<file path="config.mk">
export PLATFORM = sky130hd
export DESIGN_NAME = seg7_scan_decoder
export DESIGN_NICKNAME = d
export VERILOG_FILES = /design/src/rtl/seg7_scan_decoder.sv
export SDC_FILE = /design/constraint.sdc
export NUM_CORES = 1
export LEC_CHECK = 0
export ABC_CLOCK_PERIOD_IN_PS = 6300
export CAP_MARGIN = 0
export CORE_UTILIZATION = 60
export CTS_CLUSTER_SIZE = 25
export DETAILED_ROUTE_END_ITERATION = 10
export PLACE_DENSITY = 0.85
export SKIP_LAST_GASP = 1
export SYNTH_ARGS = -nofsm -noshare
export SYNTH_HDL_FRONTEND = slang
export SYNTH_SLANG_ARGS = --single-unit
export TNS_END_PERCENT = 5
</file>
<file path="constraint.sdc">
create_clock -name clk -period 6.3 [get_ports clk]
set_clock_uncertainty 0.15 [all_clocks]
set_input_delay 0.63 -clock clk [delete_from_list [all_inputs] [get_ports clk]]
set_output_delay 0.63 -clock clk [all_outputs]
set_load 0.01 [all_outputs]
</file>
<file path="src/rtl/seg7_scan_decoder.sv">
// Recovers digit values from a multiplexed 7-segment bus: waits for HEX/AN to settle, decodes the
// glyph for the driven digit, and publishes all eight digits together once each has been captured.
module seg7_scan_decoder #(
  parameter int SETTLE_CYCLES = 4
) (
  input  logic        clk,
  input  logic        rst,
  input  logic [7:0]  HEX,
  input  logic [7:0]  AN,
  output logic [31:0] digits,
  output logic [7:0]  dp,
  output logic [7:0]  blank,
  output logic        frame_done,
  output logic        frame_valid,
  output logic        err_glyph,
  output logic        err_multi
);
  localparam logic [7:0] SETTLE_MAX = 8'(SETTLE_CYCLES);

  typedef enum logic [1:0] {IDLE, SETTLE, HOLD} state_t;

  state_t      state_q, state_d;
  logic [15:0] sample_q;
  logic [7:0]  cnt_q, cnt_d;
  logic [7:0]  seen_q, seen_d;
  logic [31:0] sh_digits_q;
  logic [7:0]  sh_dp_q, sh_blank_q;

  logic       changed, capture, single, legal, cap_ok, frame_full;
  logic [2:0] idx;
  logic [3:0] nib;

  // Returns {legal, nibble}; all segments off is a legal blank digit reading as 0.
  function automatic logic [4:0] decode(input logic [6:0] seg);
    case (seg)
      7'h00:   decode = 5'h10;
      7'h3F:   decode = 5'h10;
      7'h06:   decode = 5'h11;
      7'h5B:   decode = 5'h12;
      7'h4F:   decode = 5'h13;
      7'h66:   decode = 5'h14;
      7'h6D:   decode = 5'h15;
      7'h7D:   decode = 5'h16;
      7'h07:   decode = 5'h17;
      7'h7F:   decode = 5'h18;
      7'h6F:   decode = 5'h19;
      7'h77:   decode = 5'h1A;
      7'h7C:   decode = 5'h1B;
      7'h39:   decode = 5'h1C;
      7'h5E:   decode = 5'h1D;
      7'h79:   decode = 5'h1E;
      7'h71:   decode = 5'h1F;
      default: decode = 5'h00;
    endcase
  endfunction

  always_comb begin
    changed = ({AN, HEX} != sample_q);
    if (changed)                 cnt_d = '0;
    else if (cnt_q >= SETTLE_MAX) cnt_d = SETTLE_MAX;
    else                         cnt_d = cnt_q + 8'd1;

    // Capture fires only on the SETTLE->HOLD transition, so a long hold is captured once.
    state_d = state_q;
    capture = 1'b0;
    if (AN == 8'hFF) begin
      state_d = IDLE;
    end else if (changed) begin
      state_d = SETTLE;
    end else if (state_q == SETTLE && cnt_d == SETTLE_MAX) begin
      state_d = HOLD;
      capture = 1'b1;
    end

    single = $onehot(~AN);
    idx    = '0;
    for (int i = 0; i < 8; i++) begin
      if (!AN[i]) idx = 3'(i);
    end
    {legal, nib} = decode(~HEX[6:0]);
    cap_ok       = capture && single && legal;
    frame_full   = (seen_q == 8'hFF);

    // Frame completion clears the mask first; a coincident capture lands in the fresh mask.
    seen_d = frame_full ? 8'h00 : seen_q;
    if (cap_ok) seen_d[idx] = 1'b1;
  end

  always_ff @(posedge clk) begin
    if (rst) begin
      state_q     <= IDLE;
      sample_q    <= 16'hFF00;
      cnt_q       <= '0;
      seen_q      <= '0;
      sh_digits_q <= '0;
      sh_dp_q     <= '0;
      sh_blank_q  <= '0;
      digits      <= '0;
      dp          <= '0;
      blank       <= '0;
      frame_done  <= 1'b0;
      frame_valid <= 1'b0;
      err_glyph   <= 1'b0;
      err_multi   <= 1'b0;
    end else begin
      state_q    <= state_d;
      sample_q   <= {AN, HEX};
      cnt_q      <= cnt_d;
      seen_q     <= seen_d;
      err_glyph  <= capture && single && !legal;
      err_multi  <= capture && !single;
      frame_done <= frame_full;
      if (frame_full) begin
        digits      <= sh_digits_q;
        dp          <= sh_dp_q;
        blank       <= sh_blank_q;
        frame_valid <= 1'b1;
      end
      if (cap_ok) begin
        sh_digits_q[{idx, 2'b00} +: 4] <= nib;
        sh_dp_q[idx]                   <= ~HEX[7];
        sh_blank_q[idx]                <= (HEX[6:0] == 7'h7F);
      end
    end
  end
endmodule

</file>
==> summary.md, run 1 <==
| Metric | Value |
|---|---|
| Worst-Margin Slew | `1037 ps` |
| Final setup fails | `0` |
| Min-delay worst type | `reg -> reg` |
| Status | `finished, final reports clean` |
| # DRC | `0` |
| GR peak layer | `met2` |
| Hold Buf Count CTS | `0` |
| Clock latency on the worst-skew pair | `between 500 and 600 ps` |
| DRT Pass-1 Iters | `5` |
| Pwr dens | `271.9 mW/mm^2` |
| Seq/Total Area, Yosys | `0.4619` |
| 1st-iter DRT viols | `260` |
| Flops & latches, synth | `around 130` |
| Die X | `100.4 um` |
| Critical path buffers and inverters | `4` |
| Max stage delay on crit path | `660 ps` |
| CP dominant cell by count | `fa_1` |
| Max Cap Violations | `0` |
| Synth area leader | `dfxtp_1` |
| Pin count of the biggest net entering global routing | `106` |
| Global-route wire length before repair | `between 20 and 25 mm` |
| Clk sinks | `~130` |
| Die ar. | `about 0.01 mm^2` |
| GR Util met2 | `0.4905` |
| Worst Path Required | `6590 ps` |
| Routed wire length | `13.10 mm` |
| Antenna-violating nets left | `0` |
| Worst-path clk slew | `60 ps` |
| Total CTS buffers | `17` |
| Crit Path Class | `in -> reg` |
| Share of the synthesized area in the top cell type | `0.4619` |
| CTS tree | `yes` |
| Maximum clock rate | `196.5 MHz` |
| Slowest-stage cell, CP | `clkdlybuf4s50_1` |
| Drt via density | `between 5 and 6` |
| Top cells by area, synth | `dfxtp_1 (46%), mux2i_1 (8.4%), nand2_1 (7.8%)` |
| H-tree levels | `4` |
| CP cell instances | `clkdlybuf4s50_1, fa_1, inv_1, fa_1, fa_1, ha_1, inv_1, fa_1, a211oi_1, mux2i_1, nor2_1, and4_1, buf_4, nand3_2, mux2i_1` |
| Yosys warning total | `0` |
| Max Root-Sink Buffers | `2` |
| Top FF cell, synth | `dfxtp_1` |
| Starting density of the core | `0.6227` |
| Critical path data arrival time | `about 5400 ps` |
| RSZ-0062 raised after global routing | `no` |
| Routed wire per std cell | `about 16 um` |
| Final core utilization | `0.7579` |
| Port-buffer cells | `69` |
| Cells after Synth | `638` |
| Postcts setup bufs | `0` |
| PostCTS Resize Cnt | `0` |
| Vias in the first global route | `4692` |
| Worst vdd ir | `0.1713 mV` |
| Min Tclk post-route | `5090 ps` |
| Met1 Use GR | `0.3339` |
| P&R area growth vs syn | `21.71%` |
| GR Util met3 | `0.06198` |
| Initial antenna violation count | `0` |
| Number of synthesized flops with an enable pin | `0` |
| Std-Cell Rows | `35` |
| Synthesized area | `0.005808 mm^2` |
| Startpoint Class | `primary input` |
| Max Fanout on Critical Path | `10` |
| Die Span Y | `100.4 um` |
| Fin. max-slew vios | `0` |
| Leakage | `2.770 nW` |
| Yosys cell types | `60` |
| Hold Worst Slack | `slightly above 300 ps` |
| Top delay family on crit path | `adder cells` |
| Nets | `724` |
| Crit. End Element | `flip-flop` |
| HPWL after DPL | `between 8 and 9 mm` |
| Worst slew margin | `0.3085` |
| Clock Tree Root | `clkbuf_8` |
| CORE AREA | `between 0.009 and 0.01 mm^2` |
| Post-synthesis async set-or-reset flop share | `0` |
| Gr usage total | `0.2803` |
| GPL Wtd Cong | `0.8236` |
| Antenna Cells | `0` |
| Setup TNS Final | `0 ps` |
| Via count | `4633` |
| Layout cells sized above 1 | `0.09618` |
| Period utilisation layout | `0.8079` |
| GR Overflow Total | `0` |
| I/O pin total | `70` |
| Hold Fails Final Rpt | `0` |
| Syn Area/Cell | `about 9 um^2` |
[registers in the layout (all words and copies together), names as in the netlist]
| register | flops |
|---|---|
| seen_q | 8 |
| state_q | 2 |
| sample_q | 16 |
| sh_dp_q | 8 |
| cnt_q | 8 |
| err_glyph | 1 |
| digits | 32 |
| frame_valid | 1 |
| blank | 8 |
| sh_blank_q | 8 |
| dp | 8 |
| err_multi | 1 |
| frame_done | 1 |
| sh_digits_q | 32 |
[routing by layer]
metal	part of all wire	up-vias	wire length, um
met5	0	-	0
li1	-	2244	-
met2	0.51	130	6699
met3	0.039	36	516
met4	0.025	0	324
met1	0.42	2223	5555
[kinds of logic (layout without fill, tap and decap cells)]
| logic type | count (synthesis) | count (layout) | synth area share |
|---|---|---|---|
| AO/OA/AOI/OAI | 81 | 81 | 0.08230 |
| XOR/XNOR | 18 | 18 | 0.02714 |
| adder cells (fa/ha/maj) | 12 | 12 | 0.03102 |
| buffers and inverters | 56 | 121 | 0.04373 |
| flip-flops | 134 | 134 | 0.4619 |
| multiplexers | 50 | 50 | 0.08638 |
| other | 1 | 5 | 0.0006457 |
| AND/OR/NAND/NOR | 286 | 286 | 0.2669 |
[cell type report]
class / count / area, um^2
multi-input combinational: 452 / 2889
sequential: 134 / 2683
fill: 664 / 2258
timing repair buffer: 72 / 708.2
clock buffer: 20 / 445.4
tap: 129 / 161.4
clock inverter: 12 / 118.9
inverter: 17 / 63.81
[worst paths after layout]
path,slack (ps),to,from,cells after the start
max,1210,sh_dp_q[2],AN[1],15
min,300,blank[6],sh_blank_q[6],2
max reg2reg,3270,sh_dp_q[2],cnt_q[0],9
min reg2reg,300,blank[6],sh_blank_q[6],2
[where the power goes]
group | switching [mW] | internal, mW | total, mW
sequential | 0.00290 | 0.855 | 0.858
clock | 0.385 | 0.551 | 0.936
combinational | 0.0761 | 0.0516 | 0.128
[tightest hold or removal path, stage by stage, from the launching register on]
cell and delay, ps:
dfxtp_1 310, nand2_1 50, a21oi_1 50
[synthesized netlist by cell type (all sizes together) (2+ instances only)]
library cell,n
nor2b,8
nand2,120
nor3,9
nand4,14
or2,11
nor4,2
nand3b,3
nor3b,3
mux2i,49
ha,8
xnor2,17
nand2b,55
clkbuf,23
and3,5
and4,4
buf,16
a32o,2
nand3,16
a21oi,60
inv,17
and2,3
nor2,28
a211oi,2
fa,4
dfxtp,134
o21ai,7
[metrics by stage]
| step | cell area (um^2) | power [mW] | instances | worst slack [ps] |
|---|---|---|---|---|
| after floorplan | 5823 | 0.9666 | 642 | 2163 |
| after detailed placement | 6505 | 1.000 | 804 | 734.1 |
| after CTS | 7069 | 1.927 | 836 | 1239 |
| after global placement | 6505 | 0.9947 | 804 | 973.2 |
| final | 7069 | 1.922 | 836 | 1210 |
| after global routing | 7069 | 1.977 | 836 | 998.3 |
[cells in the final DEF (no fill, tap or decap), types with 4 or more instances in the layout]
master / synthesis / final
nand4_1: 8 / 8
xnor2_1: 17 / 17
inv_1: 17 / 17
nand2_1: 120 / 120
clkbuf_16: 0 / 16
nor3_1: 9 / 9
and4_1: 4 / 4
nor2b_1: 8 / 8
clkdlybuf4s50_1: 0 / 68
nand3_2: 5 / 5
fa_1: 4 / 4
and3_1: 5 / 5
inv_6: 0 / 4
or2_2: 11 / 11
nand3_1: 10 / 10
a21oi_1: 59 / 59
dfxtp_1: 134 / 134
conb_1: 1 / 5
nor2_1: 27 / 26
mux2i_1: 49 / 49
o21ai_0: 6 / 6
ha_1: 8 / 8
nand2b_1: 55 / 55
(Power assumes the default switching activity.)
==> run 2: changes to the inputs <==
--- a/config.mk
+++ b/config.mk
@@ -5,12 +5,12 @@
 export SDC_FILE = /design/constraint.sdc
 export NUM_CORES = 1
 export LEC_CHECK = 0
-export ABC_CLOCK_PERIOD_IN_PS = 6300
+export ABC_CLOCK_PERIOD_IN_PS = 4500
 export CAP_MARGIN = 0
-export CORE_UTILIZATION = 60
+export CORE_UTILIZATION = 50
 export CTS_CLUSTER_SIZE = 25
 export DETAILED_ROUTE_END_ITERATION = 10
-export PLACE_DENSITY = 0.85
+export PLACE_DENSITY = 0.76
 export SKIP_LAST_GASP = 1
 export SYNTH_ARGS = -nofsm -noshare
 export SYNTH_HDL_FRONTEND = slang
==> constraint.sdc (replaced) <==
create_clock -name clk -period 4.5 [get_ports clk]
set_clock_uncertainty 0.15 [all_clocks]
set_input_delay 0.45 -clock clk [delete_from_list [all_inputs] [get_ports clk]]
set_output_delay 0.45 -clock clk [all_outputs]
set_load 0.01 [all_outputs]
==> summary.md, run 2 (synthesis results as in run 1) <==
| Metric | Value |
|---|---|
| Layout cells sized above 1 | `0.1163 (+0.02016)` |
| Max Cap Violations | `0 (unchanged)` |
| RSZ-0062 raised after global routing | `no` |
| Max Root-Sink Buffers | `2 (unchanged)` |
| Clock share of power | `0.486 (about the same)` |
| Status | `finished, final reports clean` |
| Antenna Cells | `0 (unchanged)` |
| Initial antenna violation count | `0 (unchanged)` |
| Routed wire length | `12.84 mm (-1.9%)` |
| Fill cells | `961 (+45%)` |
| CORE AREA | `0.01108 mm^2 (+19%)` |
| Worst vdd ir | `0.3324 mV (+94%)` |
| Via count | `4578 (-1.2%)` |
| GPL Wtd Cong | `0.8688 (+5.5%)` |
| CTS tree | `yes` |
| Pwr dens | `374.6 mW/mm^2 (+38%)` |
| Port-buffer cells | `69 (unchanged)` |
| Postcts setup bufs | `0 (unchanged)` |
| Startpoint Class | `primary input` |
| Gr usage total | `0.2304 (-0.04999)` |
| Worst-path clk slew | `60 ps (about the same)` |
| Starting density of the core | `0.5243 (-0.09839)` |
| Worst slew margin | `0.3137 (+0.005162)` |
| Max Fanout on Critical Path | `12 (+2)` |
| Setup TNS Final | `0 ps (unchanged)` |
| Commonest cells after routing, fill and taps aside | `dfxtp_1 (134), nand2_1 (120), clkdlybuf4s50_1 (68), a21oi_1 (59), nand2b_1 (55)` |
| Period utilisation layout | `0.9536` |
| Combinational share of power | `0.070 (+0.004)` |
| Placed inst area | `0.006646 mm^2 (+2.2%)` |
| Maximum clock rate | `233.0 MHz` |
| Worst-Margin Slew | `1029 ps (-7.743 ps)` |
| Clk sinks | `134 (unchanged)` |
| Final core utilization | `0.6510 (-0.1069)` |
| Total CTS buffers | `17 (unchanged)` |
| Antenna-violating nets left | `0 (unchanged)` |
| Sw Share | `0.2398 (-0.001638)` |
| Clock Tree Root | `clkbuf_16` |
| Net Sw Power | `0.6477 mW (+40%)` |
| CP cell instances | `clkdlybuf4s50_1, fa_1, inv_1, fa_1, fa_1, ha_1, inv_1, fa_1, a211oi_1, mux2i_1, nor2_1, and4_1, buf_12, buf_4, nand4_2, mux2i_1` |
| CP dominant cell by count | `fa_1` |
| Hold Buf Count CTS | `0 (unchanged)` |
| Critical path data arrival time | `4480 ps (-900 ps)` |
| Most common cell after layout, fill and taps aside | `dfxtp_1` |
| Slowest-stage cell, CP | `fa_1` |
| H-tree levels | `4 (unchanged)` |
| Die ar. | `0.01205 mm^2 (+20%)` |
| Global-route wire length before repair | `21.30 mm (-3.5%)` |
| Biggest regs | `digits: 32 flops, sh_digits_q: 32 flops, sample_q: 16 flops` |
| P&R area growth vs syn | `24.17%` |
| Drt via density | `5.311 (-4.2%)` |
| Leakage | `2.841 nW (+2.6%)` |
| Min Tclk post-route | `4291 ps` |
| Final instance area | `0.007212 mm^2 (+2.0%)` |
| Internal | `2.054 mW (+41%)` |
| Crit. End Element | `flip-flop` |
| Final setup fails | `0 (unchanged)` |
| Nets | `739 (+2.1%)` |
| Power, Total | `2.701 mW (+41%)` |
| # DRC | `0 (unchanged)` |
| Std-Cell Rows | `38 (+8.6%)` |
| DRT Pass-1 Iters | `5 (unchanged)` |
| Min-delay worst type | `reg -> reg` |
| Clock latency on the worst-skew pair | `430 ps (-90 ps)` |
| Die Span Y | `109.8 um (+9.4%)` |
| Pin count of the biggest net entering global routing | `86 (-19%)` |
| Worst Path Required | `4690 ps (-1900 ps)` |
| Vias in the first global route | `4581 (-2.4%)` |
| Hold Fails Final Rpt | `0 (unchanged)` |
| 1st-iter DRT viols | `150 (-42%)` |
| Routed wire per std cell | `14.90 um (-4.9%)` |
| Die X | `109.8 um (+9.4%)` |
| Fin. max-slew vios | `0 (unchanged)` |
| Flop pwr share | `0.445 (about the same)` |
| I/O pin total | `70 (unchanged)` |
| GR Overflow Total | `0 (unchanged)` |
| PostCTS Resize Cnt | `0 (unchanged)` |
| Max stage delay on crit path | `540 ps (-120 ps)` |
| HPWL after DPL | `8.482 mm (about the same)` |
| Crit Path Class | `in -> reg` |
run 2: changes by cell type in the layout (fill, tap and decap cells not counted), sizes merged:
cell and change:
clkinv +1, clkbuf -2, inv -2, clkinvlp +3, buf +15
run 2: path summary, 6_finish.rpt:
kind | slack [ps] | endpoint | start | cells past startpoint
worst max-delay path | 210 | sh_digits_q[26] | AN[0] | 16
worst min-delay path | 300 | blank[2] | blank[2] | 2
worst max register to register | 1890 | sh_digits_q[26] | cnt_q[0] | 10
worst min register to register | 300 | blank[2] | blank[2] | 2
run 2: layer usage:
layer	up-vias	global-route usage	wire length (um)
met3	16	0.07410	609
met4	0	0.07619	143
met2	104	0.3955	6379
met5	-	0	0
li1	2269	-	-
met1	2189	0.2700	5711
run 2: critical path, delay by kind of cell:
family                     cells  cell delay (ps)
and+or+nand+nor                3              560
muxes                          2              360
AOI/OAI and AO/OA              1              220
adders and majority gates      5             2050
buffers and inverters          5              840
run 2: layout make-up:
type | instances | area (um^2) | share of cell area
multi-input cells | 452 | 2889 | 0.4006
flip-flops and latches | 134 | 2683 | 0.3720
repair buffers | 87 | 835.8 | 0.1159
clock buffers | 18 | 439.2 | 0.06090
well taps | 140 | 175.2 | 0.02429
clock inverters | 14 | 126.4 | 0.01752
inverters | 17 | 63.81 | 0.008848
run 2: power groups by stage:
stage / Sequential, mW / Combinational [mW] / Clock, mW
after floorplan: 1.23 / 0.127 / 0
after global placement: 1.23 / 0.179 / 0
after detailed placement: 1.23 / 0.185 / 0
after CTS: 1.20 / 0.187 / 1.33
after global routing: 1.20 / 0.210 / 1.39
final: 1.20 / 0.188 / 1.31
run 2: metrics by stage:
| stage | worst slack (ps) | hold WS, ps | instances |
|---|---|---|---|
| 3_5_place_dp | -205.1 | 295.5 | 830 |
| 6_report | 208.7 | 300.7 | 862 |
| 4_1_cts | 202.0 | 303.5 | 862 |
| 5_1_grt | 1.343 | 321.8 | 862 |
| 2_1_floorplan | 543.1 | 282.2 | 642 |
| 3_3_place_gp | -91.42 | 292.2 | 830 |
==> run 3: changes to the inputs <==
--- a/config.mk
+++ b/config.mk
@@ -5,12 +5,13 @@
 export SDC_FILE = /design/constraint.sdc
 export NUM_CORES = 1
 export LEC_CHECK = 0
-export ABC_CLOCK_PERIOD_IN_PS = 4500
+export ABC_CLOCK_PERIOD_IN_PS = 5150
 export CAP_MARGIN = 0
-export CORE_UTILIZATION = 50
+export CORE_UTILIZATION = 60
 export CTS_CLUSTER_SIZE = 25
 export DETAILED_ROUTE_END_ITERATION = 10
-export PLACE_DENSITY = 0.76
+export PLACE_DENSITY = 0.85
+export SETUP_SLACK_MARGIN = 0.1
 export SKIP_LAST_GASP = 1
 export SYNTH_ARGS = -nofsm -noshare
 export SYNTH_HDL_FRONTEND = slang
==> constraint.sdc (replaced) <==
create_clock -name clk -period 5.15 [get_ports clk]
set_clock_uncertainty 0.15 [all_clocks]
set_input_delay 0.515 -clock clk [delete_from_list [all_inputs] [get_ports clk]]
set_output_delay 0.515 -clock clk [all_outputs]
set_load 0.01 [all_outputs]
==> summary.md, run 3 (synthesis results as in run 1) <==
| Metric | Value |
|---|---|
| Status | `finished, final reports clean` |
| Worst-path clk slew | `70 ps (about the same)` |
| Worst-Margin Slew | `1046 ps (+16.44 ps)` |
| Worst vdd ir | `0.1923 mV (-42%)` |
| Hold Buf Count CTS | `0 (unchanged)` |
| GR Util met3 | `0.07173 (-0.002369)` |
| Clock Tree Root | `clkbuf_8` |
| Flop pwr share | `0.428 (-0.017)` |
| H-tree levels | `4 (unchanged)` |
| 1st-iter DRT viols | `217 (+45%)` |
| Power, Total | `2.449 mW (-9.3%)` |
| Combinational share of power | `0.065 (-0.005)` |
| Most common cell after layout, fill and taps aside | `dfxtp_1` |
| Net Sw Power | `0.5869 mW (-9.4%)` |
| Final setup fails | `0 (unchanged)` |
| Max Fanout on Critical Path | `7 (-5)` |
| Global-route wire length before repair | `21.53 mm (+1.1%)` |
| Gr usage total | `0.2703 (+0.03991)` |
| Drt via density | `5.545 (+4.4%)` |
| CTS tree | `yes` |
| GR peak layer | `met2` |
| P&R area growth vs syn | `22.96%` |
| GR Overflow Total | `0 (unchanged)` |
| Commonest cells after routing, fill and taps aside | `dfxtp_1 (134), nand2_1 (120), clkdlybuf4s50_1 (68), a21oi_1 (59), nand2b_1 (55)` |
| Die Span Y | `100.4 um (-8.6%)` |
| Total CTS buffers | `17 (unchanged)` |
| Nets | `728 (-1.5%)` |
| Startpoint Class | `primary input` |
| Clock share of power | `0.507 (+0.021)` |
| Die X | `100.4 um (-8.6%)` |
| HPWL after DPL | `8.327 mm (-1.8%)` |
| Vias in the first global route | `4571 (-0.22%)` |
| Clock latency on the worst-skew pair | `510 ps (+80 ps)` |
| Critical path data arrival time | `5060 ps (+580 ps)` |
| PostCTS Resize Cnt | `0 (unchanged)` |
| Crit. End Element | `flip-flop` |
| Via count | `4652 (+1.6%)` |
| Crit Path Class | `in -> reg` |
| CORE AREA | `0.009328 mm^2 (-16%)` |
| Clk sinks | `134 (unchanged)` |
| Die ar. | `0.01008 mm^2 (-16%)` |
| Routed wire length | `12.88 mm (+0.26%)` |
| Starting density of the core | `0.6227 (+0.09839)` |
| Fin. max-slew vios | `0 (unchanged)` |
| Initial antenna violation count | `0 (unchanged)` |
| Postcts setup bufs | `0 (unchanged)` |
| Reg2reg setup slack | `2100 ps (+210 ps)` |
| Worst slew margin | `0.3028 (-0.01096)` |
| Min-delay worst type | `reg -> reg` |
| Sw Share | `0.2396 (about the same)` |
| # DRC | `0 (unchanged)` |
| Pin count of the biggest net entering global routing | `62 (-28%)` |
| Routed wire per std cell | `15.35 um (+3.0%)` |
| Period utilisation layout | `0.9292` |
| Std-Cell Rows | `35 (-7.9%)` |
| GR Util met2 | `0.4715 (+0.07601)` |
| Leakage | `2.810 nW (-1.1%)` |
| Antenna-violating nets left | `0 (unchanged)` |
| Layout cells sized above 1 | `0.1014 (-0.01494)` |
| Internal | `1.862 mW (-9.3%)` |
| Multi-input logic area | `0.002889 mm^2 (unchanged)` |
| I/O pin total | `70 (unchanged)` |
| DRT Pass-1 Iters | `5 (unchanged)` |
| Maximum clock rate | `209.0 MHz` |
| Pwr dens | `343.0 mW/mm^2 (-8.4%)` |
| Biggest regs | `digits: 32 flops, sh_digits_q: 32 flops, sample_q: 16 flops` |
| FF+latch area | `0.002683 mm^2 (unchanged)` |
| Fill cells | `652 (-32%)` |
| Hold Fails Final Rpt | `0 (unchanged)` |
| Antenna Cells | `0 (unchanged)` |
| Final core utilization | `0.7657 (+0.1147)` |
| Max Root-Sink Buffers | `2 (unchanged)` |
| Worst Path Required | `5420 ps (+730 ps)` |
| RSZ-0062 raised after global routing | `no` |
| Max Cap Violations | `0 (unchanged)` |
| Setup TNS Final | `0 ps (unchanged)` |
| Met1 Use GR | `0.3221 (+0.05215)` |
| Min Tclk post-route | `4785 ps` |
| GPL Wtd Cong | `0.8406 (-3.2%)` |
| Port-buffer cells | `69 (unchanged)` |
## run 3: changes by cell type in the layout (fill, tap and decap cells not counted)
| cell | before | now |
|---|---|---|
| buf_12 | 1 | 0 |
| buf_2 | 0 | 1 |
| buf_4 | 18 | 7 |
| bufinv_16 | 1 | 3 |
| clkbuf_16 | 17 | 16 |
| clkinv_2 | 3 | 0 |
| clkinv_4 | 2 | 4 |
| clkinvlp_4 | 5 | 1 |
| inv_8 | 0 | 3 |
## run 3: cell type report
cell class / count / share of cell area
Multi-Input combinational cell: 452 / 0.4045
Clock inverter: 14 / 0.02698
Clock buffer: 17 / 0.05799
Tap cell: 129 / 0.02260
Sequential cell: 134 / 0.3756
Timing Repair Buffer: 76 / 0.1034
Inverter: 17 / 0.008935
## run 3: path summary, 6_finish.rpt
| kind | start | end | depth (start not counted) |
|---|---|---|---|
| setup / recovery | AN[0] | sh_digits_q[3] | 15 |
| setup reg to reg | cnt_q[0] | sh_digits_q[3] | 9 |
| hold / removal | sh_dp_q[5] | dp[5] | 2 |
| hold reg to reg | sh_dp_q[5] | dp[5] | 2 |
## run 3: power groups by stage
stage / Combinational [mW] / Sequential, mW / Clock, mW
after global placement: 0.147 / 1.07 / 0
after detailed placement: 0.153 / 1.07 / 0
after CTS: 0.157 / 1.05 / 1.25
final: 0.159 / 1.05 / 1.24
after floorplan: 0.111 / 1.07 / 0
after global routing: 0.172 / 1.05 / 1.31
## run 3: critical path, cell delays in order
cell and delay, ps:
clkdlybuf4s50_1 490, fa_1 560, inv_1 50, fa_1 450, fa_1 500, ha_1 160
inv_1 60, fa_1 400, a211oi_1 270, mux2i_1 140, nor2_1 190, and4_1 520
buf_4 250, nand3_1 230, mux2i_1 280
## run 3: per-layer routing
metal,up-vias,part of all wire
li1,2248,-
met1,2228,0.43
met2,156,0.50
met3,20,0.052
met4,0,0.015
met5,-,0
## run 3: metrics by stage
step | area (um^2) | std cells | worst slack, ps | hold WS, ps
after floorplan | 5823 | 642 | 1128 | 282.2
after global placement | 6535 | 808 | 219.2 | 292.4
after detailed placement | 6535 | 808 | 74.49 | 294.2
after CTS | 7142 | 839 | 450.5 | 300.3
after global routing | 7142 | 839 | 223.0 | 323.1
final | 7142 | 839 | 364.8 | 296.3
